--- src/rtl/ara_pkg.sv ---
// rtl/ara_pkg.sv - lane-wide types shared by the VRF writeback stage.
// Result sources, element/strobe/address widths and the queued result entry.
package ara_pkg;

  localparam int unsigned NrResultSources = 4;

  typedef enum logic [1:0] {
    ResAlu,
    ResMfpu,
    ResLdu,
    ResMasku
  } result_source_e;

  typedef logic [63:0] elen_t;
  typedef logic [7:0]  strb_t;
  typedef logic [15:0] vaddr_t;

  typedef struct packed {
    vaddr_t addr;
    elen_t  wdata;
    strb_t  be;
  } result_entry_t;

endpackage

--- src/rtl/fifo_v3.sv ---
// rtl/fifo_v3.sv - small circular FIFO used for the per-source result queues.
// Push while full and pop while empty are ignored; there is no full bypass.
module fifo_v3 #(
  parameter int unsigned DATA_WIDTH = 32,
  parameter int unsigned DEPTH      = 2
) (
  input  logic                  clk_i,
  input  logic                  rst_ni,
  input  logic                  flush_i,
  input  logic                  push_i,
  input  logic [DATA_WIDTH-1:0] data_i,
  input  logic                  pop_i,
  output logic [DATA_WIDTH-1:0] data_o,
  output logic                  full_o,
  output logic                  empty_o
);
  localparam int unsigned AddrW = (DEPTH > 1) ? $clog2(DEPTH) : 1;
  localparam int unsigned CntW  = $clog2(DEPTH + 1);

  logic [DATA_WIDTH-1:0] mem_q [DEPTH];
  logic [AddrW-1:0]      rd_ptr_q, wr_ptr_q;
  logic [CntW-1:0]       cnt_q;
  logic                  do_push, do_pop;

  assign full_o  = (cnt_q == CntW'(DEPTH));
  assign empty_o = (cnt_q == '0);
  assign do_push = push_i && !full_o;
  assign do_pop  = pop_i && !empty_o;
  assign data_o  = mem_q[rd_ptr_q];

  function automatic logic [AddrW-1:0] next_ptr(input logic [AddrW-1:0] p);
    return (p == AddrW'(DEPTH - 1)) ? '0 : p + AddrW'(1);
  endfunction

  always_ff @(posedge clk_i or negedge rst_ni) begin
    if (!rst_ni) begin
      rd_ptr_q <= '0;
      wr_ptr_q <= '0;
      cnt_q    <= '0;
    end else if (flush_i) begin
      rd_ptr_q <= '0;
      wr_ptr_q <= '0;
      cnt_q    <= '0;
    end else begin
      if (do_push) wr_ptr_q <= next_ptr(wr_ptr_q);
      if (do_pop)  rd_ptr_q <= next_ptr(rd_ptr_q);
      cnt_q <= cnt_q + CntW'(do_push) - CntW'(do_pop);
    end
  end

  // Storage needs no reset: occupancy alone decides what is valid.
  always_ff @(posedge clk_i) begin
    if (do_push) mem_q[wr_ptr_q] <= data_i;
  end

endmodule

--- src/rtl/vrf_writeback_stage.sv ---
// rtl/vrf_writeback_stage.sv - queues results per source and round-robin arbitrates them
// onto single-write-port VRF banks with registered bank outputs.
module vrf_writeback_stage import ara_pkg::*; #(
  parameter int unsigned NrBanks          = 8,
  parameter int unsigned ResultQueueDepth = 2
) (
  input  logic                         clk_i,
  input  logic                         rst_ni,
  input  logic   [NrResultSources-1:0] result_req_i,
  input  vaddr_t [NrResultSources-1:0] result_addr_i,
  input  elen_t  [NrResultSources-1:0] result_wdata_i,
  input  strb_t  [NrResultSources-1:0] result_be_i,
  output logic   [NrResultSources-1:0] result_gnt_o,
  output logic   [NrResultSources-1:0] result_pending_o,
  output logic   [NrBanks-1:0]         vrf_req_o,
  output vaddr_t [NrBanks-1:0]         vrf_addr_o,
  output elen_t  [NrBanks-1:0]         vrf_wdata_o,
  output strb_t  [NrBanks-1:0]         vrf_be_o
);
  localparam int unsigned BankW = (NrBanks > 1) ? $clog2(NrBanks) : 1;
  localparam int unsigned SrcW  = $clog2(NrResultSources);
  localparam int unsigned EntW  = $bits(result_entry_t);

  result_entry_t [NrResultSources-1:0]      head;
  logic [NrResultSources-1:0]               q_full, q_empty, q_pop;
  logic [NrResultSources-1:0]               inflight_q;
  logic [NrBanks-1:0][NrResultSources-1:0]  bank_grant;

  for (genvar s = 0; s < NrResultSources; s++) begin : gen_queue
    result_entry_t push_entry;
    assign push_entry = '{addr: result_addr_i[s], wdata: result_wdata_i[s], be: result_be_i[s]};

    fifo_v3 #(
      .DATA_WIDTH (EntW),
      .DEPTH      (ResultQueueDepth)
    ) i_queue (
      .clk_i   (clk_i),
      .rst_ni  (rst_ni),
      .flush_i (1'b0),
      .push_i  (result_req_i[s] && !q_full[s]),
      .data_i  (push_entry),
      .pop_i   (q_pop[s]),
      .data_o  (head[s]),
      .full_o  (q_full[s]),
      .empty_o (q_empty[s])
    );
  end

  assign result_gnt_o     = ~q_full;
  assign result_pending_o = ~q_empty | inflight_q;

  // A head targets one bank only, so OR-ing the bank grants never pops twice.
  always_comb begin
    q_pop = '0;
    for (int unsigned b = 0; b < NrBanks; b++) q_pop |= bank_grant[b];
  end

  // Covers the cycle between dequeue and the registered bank write.
  always_ff @(posedge clk_i or negedge rst_ni) begin
    if (!rst_ni) inflight_q <= '0;
    else         inflight_q <= q_pop;
  end

  for (genvar b = 0; b < NrBanks; b++) begin : gen_bank
    logic [SrcW-1:0]            rr_ptr_q, rr_ptr_d, winner, cand;
    logic                       win_valid;
    logic [NrResultSources-1:0] bank_req, grant;
    logic                       req_q;
    vaddr_t                     addr_q;
    elen_t                      wdata_q;
    strb_t                      be_q;

    always_comb begin
      bank_req  = '0;
      grant     = '0;
      win_valid = 1'b0;
      winner    = '0;
      cand      = '0;
      for (int unsigned s = 0; s < NrResultSources; s++) begin
        bank_req[s] = !q_empty[s] && (head[s].addr[BankW-1:0] == BankW'(b));
      end
      for (int unsigned k = 0; k < NrResultSources; k++) begin
        cand = rr_ptr_q + SrcW'(k);
        if (!win_valid && bank_req[cand]) begin
          win_valid = 1'b1;
          winner    = cand;
        end
      end
      if (win_valid) grant[winner] = 1'b1;
      rr_ptr_d = win_valid ? winner + SrcW'(1) : rr_ptr_q;
    end

    assign bank_grant[b] = grant;

    always_ff @(posedge clk_i or negedge rst_ni) begin
      if (!rst_ni) begin
        rr_ptr_q <= '0;
        req_q    <= 1'b0;
        addr_q   <= '0;
        wdata_q  <= '0;
        be_q     <= '0;
      end else begin
        rr_ptr_q <= rr_ptr_d;
        req_q    <= win_valid;
        if (win_valid) begin
          addr_q  <= head[winner].addr;
          wdata_q <= head[winner].wdata;
          be_q    <= head[winner].be;
        end
      end
    end

    assign vrf_req_o[b]   = req_q;
    assign vrf_addr_o[b]  = addr_q;
    assign vrf_wdata_o[b] = wdata_q;
    assign vrf_be_o[b]    = be_q;
  end

endmodule

--- config.mk ---
export PLATFORM = sky130hd
export DESIGN_NAME = vrf_writeback_stage
export DESIGN_NICKNAME = d
export VERILOG_FILES = /design/src/rtl/ara_pkg.sv /design/src/rtl/fifo_v3.sv /design/src/rtl/vrf_writeback_stage.sv
export SDC_FILE = /design/constraint.sdc
export NUM_CORES = 2
export LEC_CHECK = 0
export ABC_AREA = 1
export CAP_MARGIN = 5
export CORE_MARGIN = 2
export CORE_UTILIZATION = 35
export DETAILED_ROUTE_END_ITERATION = 10
export GPL_TIMING_DRIVEN = 0
export SETUP_SLACK_MARGIN = 0.15
export SLEW_MARGIN = 5
export SYNTH_ARGS = -nofsm -noshare
export SYNTH_HDL_FRONTEND = slang
export SYNTH_HIERARCHICAL = 1
export SYNTH_SLANG_ARGS = --single-unit
--- constraint.sdc ---
create_clock -name clk_i -period 6.67 [get_ports clk_i]
set_input_delay 1.334 -clock clk_i [delete_from_list [all_inputs] [get_ports clk_i]]
set_output_delay 1.334 -clock clk_i [all_outputs]
set_load 0.05 [all_outputs]
==> results.ini <==
[placement]
place_area_um2 = 99300
dp_hpwl_um = 381000
dp_cells = 15629
pre_cts_ws_ns = -0.527
portBuffers = 1077
finalWeightedCongestion = 1.03

[timing]
worst_pin_slew_ns = 1.25
setup_tns_ns = 0
setup_viol = 0
timing.fmax_ghz = 0.152
finalHoldViolCount = 0
worst_slack_ns = 0.110
fin_crit_sh = 0.983
min_period_ns = 6.56
maxSlewViolCount = 0
rsz0062_at_grt = no
clock_skew_ns = 0.0666
slew_headroom = 0.164

[logic_synthesis]
synth_flop_cell = dfrtp_1
yosysTopAreaCell = edfxtp_1
ys_ff_latch = 1452
syn_inst = 11332
async_reset_ff_frac = 0.515
yosysWarnings = 6
yosysSeqAreaShare = 0.478
synth-edff-count = 704
ys_top_cells_by_area = edfxtp_1, nand2_1, dfrtp_1
syn_area_um2 = 83400
synth_top_area_share = 0.253
avgSynthCellArea_um2 = 7.36
yosysUniqueCellTypes = 36

[cells_and_area]
area_growth_syn_to_layout_pct = 25.8
seq_area_um2 = 39900
final_common_cell = nand2_1
nFillCells = 24441
multiInputGateArea_um2 = 37400
postLayoutCellArea_um2 = 105000
layout_common_cells = nand2_1, nand3_1, clkdlybuf4s50_1
drive_gt1_frac = 0.0663
stdcell_count = 16030
final_nets = 13019

[floorplanning]
die_area_um2 = 242000
core_um2 = 237000
rows = 179
pin_count = 1078
die_width_um = 492
die_y_um = 492
initial_utilization = 0.351

[setup_path]
worst_setup_path_start_kind = register
path_class = reg2reg
r2r_start = gen_queue[3].i_queue/rd_ptr_q$_DFFE_PN0P_
path_max_fanout = 13
cp-startpoint = gen_queue[3].i_queue/rd_ptr_q$_DFFE_PN0P_
critical_path.endpoint_type = register
crit_required_ns = 7.42
ff2ff_path_depth = 25
critical_path_arrival_ns = 7.31

[hold_path]
hold_depth = 1
holdCritStartpoint = gen_bank[6].addr_q[2]$_DFFE_PN0P_
hp-class = reg2reg

[route]
viasPerCell = 5.85
routed_wl_um = 500000
post_drt_wl_per_cell_um = 31.2
drc = 0
drt_iter0_markers = 14989
postRouteAntennaNets = 0
vias = 93746
drtPass1Iterations = 9

[clock_tree]
cts_sinks = 1452
cts_root_buf = clkbuf_16
clockBufferDepth = 3
cts_max_level = 4
cts_tree = yes
clk_pin_slew_worst_paths_ns = 0.06
clk_latency_ns = 0.91
cts_buffers = 162

[grt]
grt_overflow = 0
grt_pass1_vias = 82457
grt_antenna_before_repair = 63
grt.total_usage = 0.398
grt_max_degree = 110
grt_pass1_wl_um = 677000

[outcome]
status = finished clean

[flow_run]
cap_viol_max_count = 0

-- critical path, cell delays in order (launching register included) --
cell      delay (ns)
dfrtp_1         0.32
buf_4           0.59
inv_6           0.33
buf_6           0.28
buf_6           0.17
nand2_1         0.06
nand2_1         0.14
nor2_4          0.24
nand3_1         0.16
nand3_1         0.11
nand2_1         0.16
nand4_1         0.17
nor2_1          0.08
nor2_4          0.86
inv_2           0.60
buf_2           0.46
buf_2           0.29
o211ai_1        0.49
nand2_1         0.17
inv_1           0.10
ha_1            0.23
inv_1           0.06
ha_1            0.15
nand3_1         0.07
nand2_1         0.06
nor2_1          0.04
-- cell families after synthesis --
logic type / synth area share
AOI/OAI and AO/OA: 0.00287
DFF: 0.478
adders and majority gates: 0.00480
and+or+nand+nor: 0.437
other: 0.0000450
buffers and inverters: 0.0756
xor gates and xnor gates: 0.00171
-- through the flow --
step | utilization | hold slack, ns
after CTS | 0.441 | 0.467
after global placement | 0.414 | 0.449
after floorplan | - | 0.493
after global routing | 0.441 | 0.486
after detailed placement | 0.418 | 0.453
final | 0.442 | 0.466
-- layout make-up --
cell class,count,share of cell area
antenna,98,0.00234
buffer,950,0.0432
clock buffer,212,0.0425
clock inverter,88,0.00856
inverter,479,0.0173
multi-input combinational,8458,0.356
sequential,1452,0.380
tap,3167,0.0377
timing repair buffer,1126,0.113
-- Yosys cell counts, types with 35 or more instances --
master / count
edfxtp_1: 704
nand2_1: 5391
nand4_1: 1045
buf_1: 88
buf_6: 35
nand3_1: 1812
inv_1: 452
clkbuf_1: 409
buf_2: 359
nor2_1: 69
dfrtp_1: 748
buf_4: 58
-- path summary, 6_finish.rpt --
check	end	slack [ns]
max in group asynchronous	gen_bank[0].wdata_q[41]$_DFFE_PN0P_	3.99
worst max-delay path	gen_queue[0].i_queue/cnt_q[1]$_DFF_PN0_	0.11
worst min register to register	gen_bank[6].addr_q[2]$_DFFE_PN0P_	0.47
min in group asynchronous	gen_bank[2].wdata_q[2]$_DFFE_PN0P_	0.50
worst max register to register	gen_queue[0].i_queue/cnt_q[1]$_DFF_PN0_	0.11
worst min-delay path	gen_bank[6].addr_q[2]$_DFFE_PN0P_	0.47
-- per-layer routing --
| layer | part of all wire | GRT usage | wire length [um] |
|---|---|---|---|
| met2 | 0.41 | 0.564 | 205000 |
| met4 | 0.079 | 0.267 | 39400 |
| met1 | 0.38 | 0.516 | 190000 |
| met3 | 0.13 | 0.127 | 65400 |
| met5 | 0.00057 | 0.00391 | 285 |
-- flip-flops by register name (all words and copies together) (netlist names) --
signal                      cells
gen_queue.i_queue/mem_q       704
inflight_q                      4
gen_queue.i_queue/rd_ptr_q      4
gen_bank.req_q                  8
gen_bank.be_q                  64
gen_queue.i_queue/wr_ptr_q      4
gen_bank.rr_ptr_q              16
gen_queue.i_queue/cnt_q         8
gen_bank.wdata_q              512
gen_bank.addr_q               128
-- repair_timing --
item,in CTS,in global routing
setup buffers,2,1
pin swaps,0,1
endpoints found under the setup margin,9,8
hold buffers,0,0
gates resized for setup,12,8
Power is not shown: default switching activity piles up to over one toggle a cycle in this logic, so the estimate is an artifact.
